--- src/rtl/mem_port_arbiter.sv ---
// Two-requester arbiter for the core's single fixed-latency memory port (fetch vs. load/store).
// Define MEM_PORT_ARBITER_ROUND_ROBIN_EN to alternate ties instead of favouring port 1.
module mem_port_arbiter #(
    parameter int AW      = 16,
    parameter int DW      = 16,
    parameter int MEM_LAT = 1
) (
    input  logic          clk,
    input  logic          rst_n,
    input  logic          req0,
    input  logic          we0,
    input  logic [AW-1:0] addr0,
    input  logic [DW-1:0] wdata0,
    input  logic          req1,
    input  logic          we1,
    input  logic [AW-1:0] addr1,
    input  logic [DW-1:0] wdata1,
    output logic          gnt0,
    output logic          gnt1,
    output logic          ack0,
    output logic          ack1,
    output logic [DW-1:0] rdata,
    output logic          sel,
    output logic          mem_en,
    output logic          mem_we,
    output logic [AW-1:0] mem_addr,
    output logic [DW-1:0] mem_wdata,
    input  logic [DW-1:0] mem_rdata
);

    typedef enum logic [1:0] {IDLE, ACCESS, WAIT, DONE} state_e;

    state_e        state_q, state_d;
    logic [3:0]    cnt_q, cnt_d;
    logic          sel_q, sel_d;
    logic          we_q, we_d;
    logic [AW-1:0] addr_q, addr_d;
    logic [DW-1:0] wdata_q, wdata_d;
    logic [DW-1:0] rdata_q, rdata_d;
    logic          winner;

`ifdef MEM_PORT_ARBITER_ROUND_ROBIN_EN
    logic          last_grant_q, last_grant_d;

    // A tie goes to whichever port was not granted last.
    assign winner = (req0 && req1) ? ~last_grant_q : req1;

    always_ff @(posedge clk or negedge rst_n) begin
        if (!rst_n) last_grant_q <= 1'b1;
        else        last_grant_q <= last_grant_d;
    end

    always_comb begin
        last_grant_d = last_grant_q;
        if (state_q == IDLE && (req0 || req1)) last_grant_d = winner;
    end
`else
    assign winner = req1;
`endif

    always_ff @(posedge clk or negedge rst_n) begin
        if (!rst_n) begin
            state_q <= IDLE;
            cnt_q   <= '0;
            sel_q   <= 1'b0;
            we_q    <= 1'b0;
            addr_q  <= '0;
            wdata_q <= '0;
            rdata_q <= '0;
        end else begin
            state_q <= state_d;
            cnt_q   <= cnt_d;
            sel_q   <= sel_d;
            we_q    <= we_d;
            addr_q  <= addr_d;
            wdata_q <= wdata_d;
            rdata_q <= rdata_d;
        end
    end

    // Request fields are latched only on the IDLE->ACCESS edge, so they stay frozen until the next grant.
    always_comb begin
        state_d = state_q;
        cnt_d   = cnt_q;
        sel_d   = sel_q;
        we_d    = we_q;
        addr_d  = addr_q;
        wdata_d = wdata_q;
        rdata_d = rdata_q;
        gnt0    = 1'b0;
        gnt1    = 1'b0;
        ack0    = 1'b0;
        ack1    = 1'b0;
        mem_en  = 1'b0;
        case (state_q)
            IDLE: begin
                if (req0 || req1) begin
                    sel_d   = winner;
                    we_d    = winner ? we1    : we0;
                    addr_d  = winner ? addr1  : addr0;
                    wdata_d = winner ? wdata1 : wdata0;
                    state_d = ACCESS;
                end
            end
            ACCESS: begin
                mem_en  = 1'b1;
                gnt0    = ~sel_q;
                gnt1    = sel_q;
                cnt_d   = 4'(MEM_LAT - 1);
                state_d = WAIT;
            end
            WAIT: begin
                if (cnt_q == 4'd0) begin
                    if (!we_q) rdata_d = mem_rdata;
                    state_d = DONE;
                end else begin
                    cnt_d = cnt_q - 4'd1;
                end
            end
            DONE: begin
                ack0    = ~sel_q;
                ack1    = sel_q;
                state_d = IDLE;
            end
            default: state_d = IDLE;
        endcase
    end

    assign sel       = sel_q;
    assign mem_we    = we_q;
    assign mem_addr  = addr_q;
    assign mem_wdata = wdata_q;
    assign rdata     = rdata_q;

endmodule

--- config.mk ---
export PLATFORM = sky130hd
export DESIGN_NAME = mem_port_arbiter
export DESIGN_NICKNAME = d
export VERILOG_FILES = /design/src/rtl/mem_port_arbiter.sv
export SDC_FILE = /design/constraint.sdc
export NUM_CORES = 1
export LEC_CHECK = 0
export BUFFER_PORTS_ARGS = -buffer_cell sky130_fd_sc_hd__buf_2
export CAP_MARGIN = 0
export CORE_ASPECT_RATIO = 1.5
export CORE_UTILIZATION = 42
export CTS_BUF_LIST = sky130_fd_sc_hd__clkbuf_8
export DETAILED_ROUTE_END_ITERATION = 10
export PLACE_DENSITY = 0.87
export RECOVER_POWER = 50
export SYNTH_ARGS = -nofsm -noshare
export SYNTH_HDL_FRONTEND = slang
export SYNTH_SLANG_ARGS = --single-unit
--- constraint.sdc ---
create_clock -name clk -period 1.6 [get_ports clk]
set_input_delay 0.08 -clock clk [delete_from_list [all_inputs] [get_ports clk]]
set_output_delay 0.08 -clock clk [all_outputs]
set_load 0.05 [all_outputs]
==> summary.md <==
| Metric | Value |
|---|---|
| CTS HTree Levels | `2` |
| Max_cap viols | `0` |
| Top cell type's share of synthesized area | `54.1%` |
| Finish-stage setup viols | `1` |
| Worst setup SP type | `register` |
| Global route total overflow | `0` |
| 1st-iter DRT viols | `94` |
| Post-Syn Area | `0.00259 mm²` |
| Io pins | `141` |
| FILL cells | `around 490` |
| CP endpoint kind | `register` |
| Die ar. | `~0.0065 mm²` |
| Vias per cell | `4.81` |
| RSZ-0062 raised after global routing | `true` |
| PwrDens | `2160 mW/mm²` |
| P_leak | `a little under 0.002 µW` |
| Share of layout cells above drive strength 1 | `38.7%` |
| Deepest clock path buffer count | `2` |
| Seq cells post-synth | `56` |
| Failing checks | `negative setup slack` |
| Crit Path Class | `register to register` |
| Hold slack | `17.1 ps` |
| Max VDD drop | `approximately 1100 µV` |
| Die H | `98.2 µm` |
| Root Driver | `clkbuf_8` |
| Commonest cells in the netlist | `56 x dfrtp_1, 36 x nand2_1, 35 x o21ai_1` |
| Via count | `2199` |
| # rows | `34` |
| Starting Density | `44.1%` |
| Most common cell in the synthesized netlist | `dfrtp_1` |
| Crit path largest cell delay | `410 ps` |
| Worst-Skew Late Latency | `300 ps` |
| Ys flop type | `dfrtp_1` |
| CP Data Required Time | `1790 ps` |
| Post-Synthesis Net Count | `between 300 and 400` |
| GP Congestion | `0.742` |
| CTS tree | `yes` |
| Initial antenna violation count | `0` |
| Mean Syn Cell Area | `around 12 µm²` |
| HPWL after detailed placement | `4650 µm` |
| CP Data Arrival Time | `1820 ps` |
| Fin crit period | `1620 ps` |
| Port buffer count | `140` |
| Layout Skew | `6.99 ps` |
| Slew @ Worst Pin | `618 ps` |
| Yosys warns | `0` |
| Antenna Nets Post-Route | `0` |
| Int Pwr | `3710 µW` |
| Seq pwr share | `between 30% and 40%` |
| Area delta synth->final | `44.0%` |
| Pin count of the biggest net entering global routing | `38` |
| Max Slew Vio Count | `0` |
| Slew HR | `59.0%` |
| Period utilisation layout | `101%` |
| Total core area | `0.00587 mm²` |
| Register area | `approximately 0.0014 mm²` |
| Outcome | `complete, but fails checks` |
| Sequential fraction of the synthesis area | `~54%` |
| Hold Vio Cnt, Final | `0` |
| DRC violations left | `0` |
| First-pass GRT wire length | `roughly 9800 µm` |
| Async S/R FF share, synth | `between 90% and 100%` |
| Post-synth EDFFs | `0` |
| Reg clk slew, reported paths | `100 ps` |
| Clock power share | `9.7%` |
| Clk sinks | `56` |
| Detailed Routing Iterations Pass 1 | `4` |
| Main area contributors after synthesis | `dfrtp_1 54%, mux2i_1 13%, mux2_1 7.4%` |
| CTS Buf Count | `5` |
| Area of the multi-input gates | `0.00116 mm²` |
| Final net count | `476` |
| Setup ws final | `-21.4 ps` |
| Part of the power in combinational logic | `between 60% and 70%` |
| Total routed wirelength | `around 6000 µm` |
| Crit Path Max Fanout | `4` |
| Switching share of total power | `54.1%` |
| Psw | `4360 µW` |
| Cell breakdown of the critical path | `inv_2, ha_4, or3b_4, a21oi_4, mux2_1` |
| R2R setup slack | `-20 ps` |
| Largest area contributor in the netlist | `dfrtp_1` |
| Global router's overall resource usage | `19.8%` |
| TNS Setup | `-21.4 ps` |
| Chip width | `66.1 µm` |
| Cells after Synth | `222` |
| Hold crit path type | `input port to register` |
| Vias in the first global route | `2237` |
| Maximum clock rate | `0.617 GHz` |
| Post-synth cell types | `28` |
| N_diodes | `0` |
| Crit-path slowest cell | `or3b_4` |
| WL/cell | `13.2 µm` |
==> what timing repair did <==
item                                    CTS  global route
endpoints found under the hold margin    36             0
resized for setup                         6             1
endpoints found under the setup margin   19            20
pin swaps                                 2             0
hold buffers                             16             0
buffers inserted                          2             0
==> path summary, 6_finish.rpt <==
| check | start | end | cells past startpoint |
|---|---|---|---|
| max | cnt_q[1] | state_q[1] | 5 |
| min | mem_rdata[5] | rdata[5] | 2 |
| min reg2reg | mem_addr[10] | mem_addr[10] | 2 |
| min in group asynchronous | rst_n | cnt_q[2] | 2 |
| max reg2reg | cnt_q[1] | state_q[1] | 5 |
| max in group asynchronous | rst_n | mem_addr[14] | 3 |
==> sequential cells by signal, indices dropped and copies added, names as in the netlist <==
signal,cells
mem_wdata,16
mem_addr,16
state_q,2
mem_we,1
rdata,16
cnt_q,4
sel,1
==> layout make-up <==
cell class / instances / area share [%]
Sequential cell: 56 / 37.6
Multi-Input combinational cell: 149 / 31.1
Timing Repair Buffer: 168 / 25.9
Tap cell: 72 / 2.42
Clock buffer: 6 / 2.22
Inverter: 4 / 0.403
Clock inverter: 2 / 0.302
==> stage by stage <==
step	std cells	setup WS [ps]	cell area [µm²]	utilization, %	power (µW)
after floorplan	222	12.8	2610	-	6050
after global placement	431	20.2	3460	58.9	7140
after detailed placement	431	-93.5	3460	58.9	7300
after CTS	457	0.517	3760	64.0	8210
after global routing	457	-58.8	3730	63.5	8570
final	457	-21.4	3730	63.5	8070
==> metal layers <==
layer / share of wire, % / vias up / global-route usage [%] / wire length [µm]
met2: 55 / 99 / 38.1 / 3300
met1: 37 / 1001 / 20.0 / 2240
met5: 0 / - / 0 / 0
met3: 6.4 / 9 / 3.86 / 389
li1: - / 1090 / - / -
met4: 1.9 / 0 / 7.04 / 113
==> cell usage in the layout (no fill, tap or decap), drive strengths merged, types with 3 or more instances in the layout <==
master	n
buf	123
clkbuf	35
ha	6
dlygate4sd3	16
inv	5
o21ai	36
mux2	18
nor3b	3
nand2	36
mux2i	33
dfrtp	56
==> critical path: cells and delay by family (launching register included) <==
family	cells	cell delay, ps
AO/OA/AOI/OAI	1	150
adder cells (fa/ha/maj)	1	140
AND/OR/NAND/NOR	1	410
flip-flops	1	400
buffers and inverters	1	100
multiplexers	1	320
==> cells by family (layout without fill, tap and decap cells) <==
group / count (synthesis) / in the layout / share of synthesized area, %
DFF: 56 / 56 / 54.1
AOI/OAI and AO/OA: 41 / 41 / 9.04
buffers and inverters: 17 / 180 / 3.24
adders and majority gates: 6 / 6 / 2.90
and+or+nand+nor: 51 / 51 / 9.96
muxes: 51 / 51 / 20.7
==> power by group through the flow <==
stage,Combinational [µW],Sequential [µW],Clock (µW)
2_1_floorplan,1420,4640,0
3_3_place_gp,4710,2430,0
3_5_place_dp,4850,2450,0
4_1_cts,4970,2430,814
5_1_grt,5170,2530,872
6_report,4850,2430,784
Power figures use the tool's default switching activity.
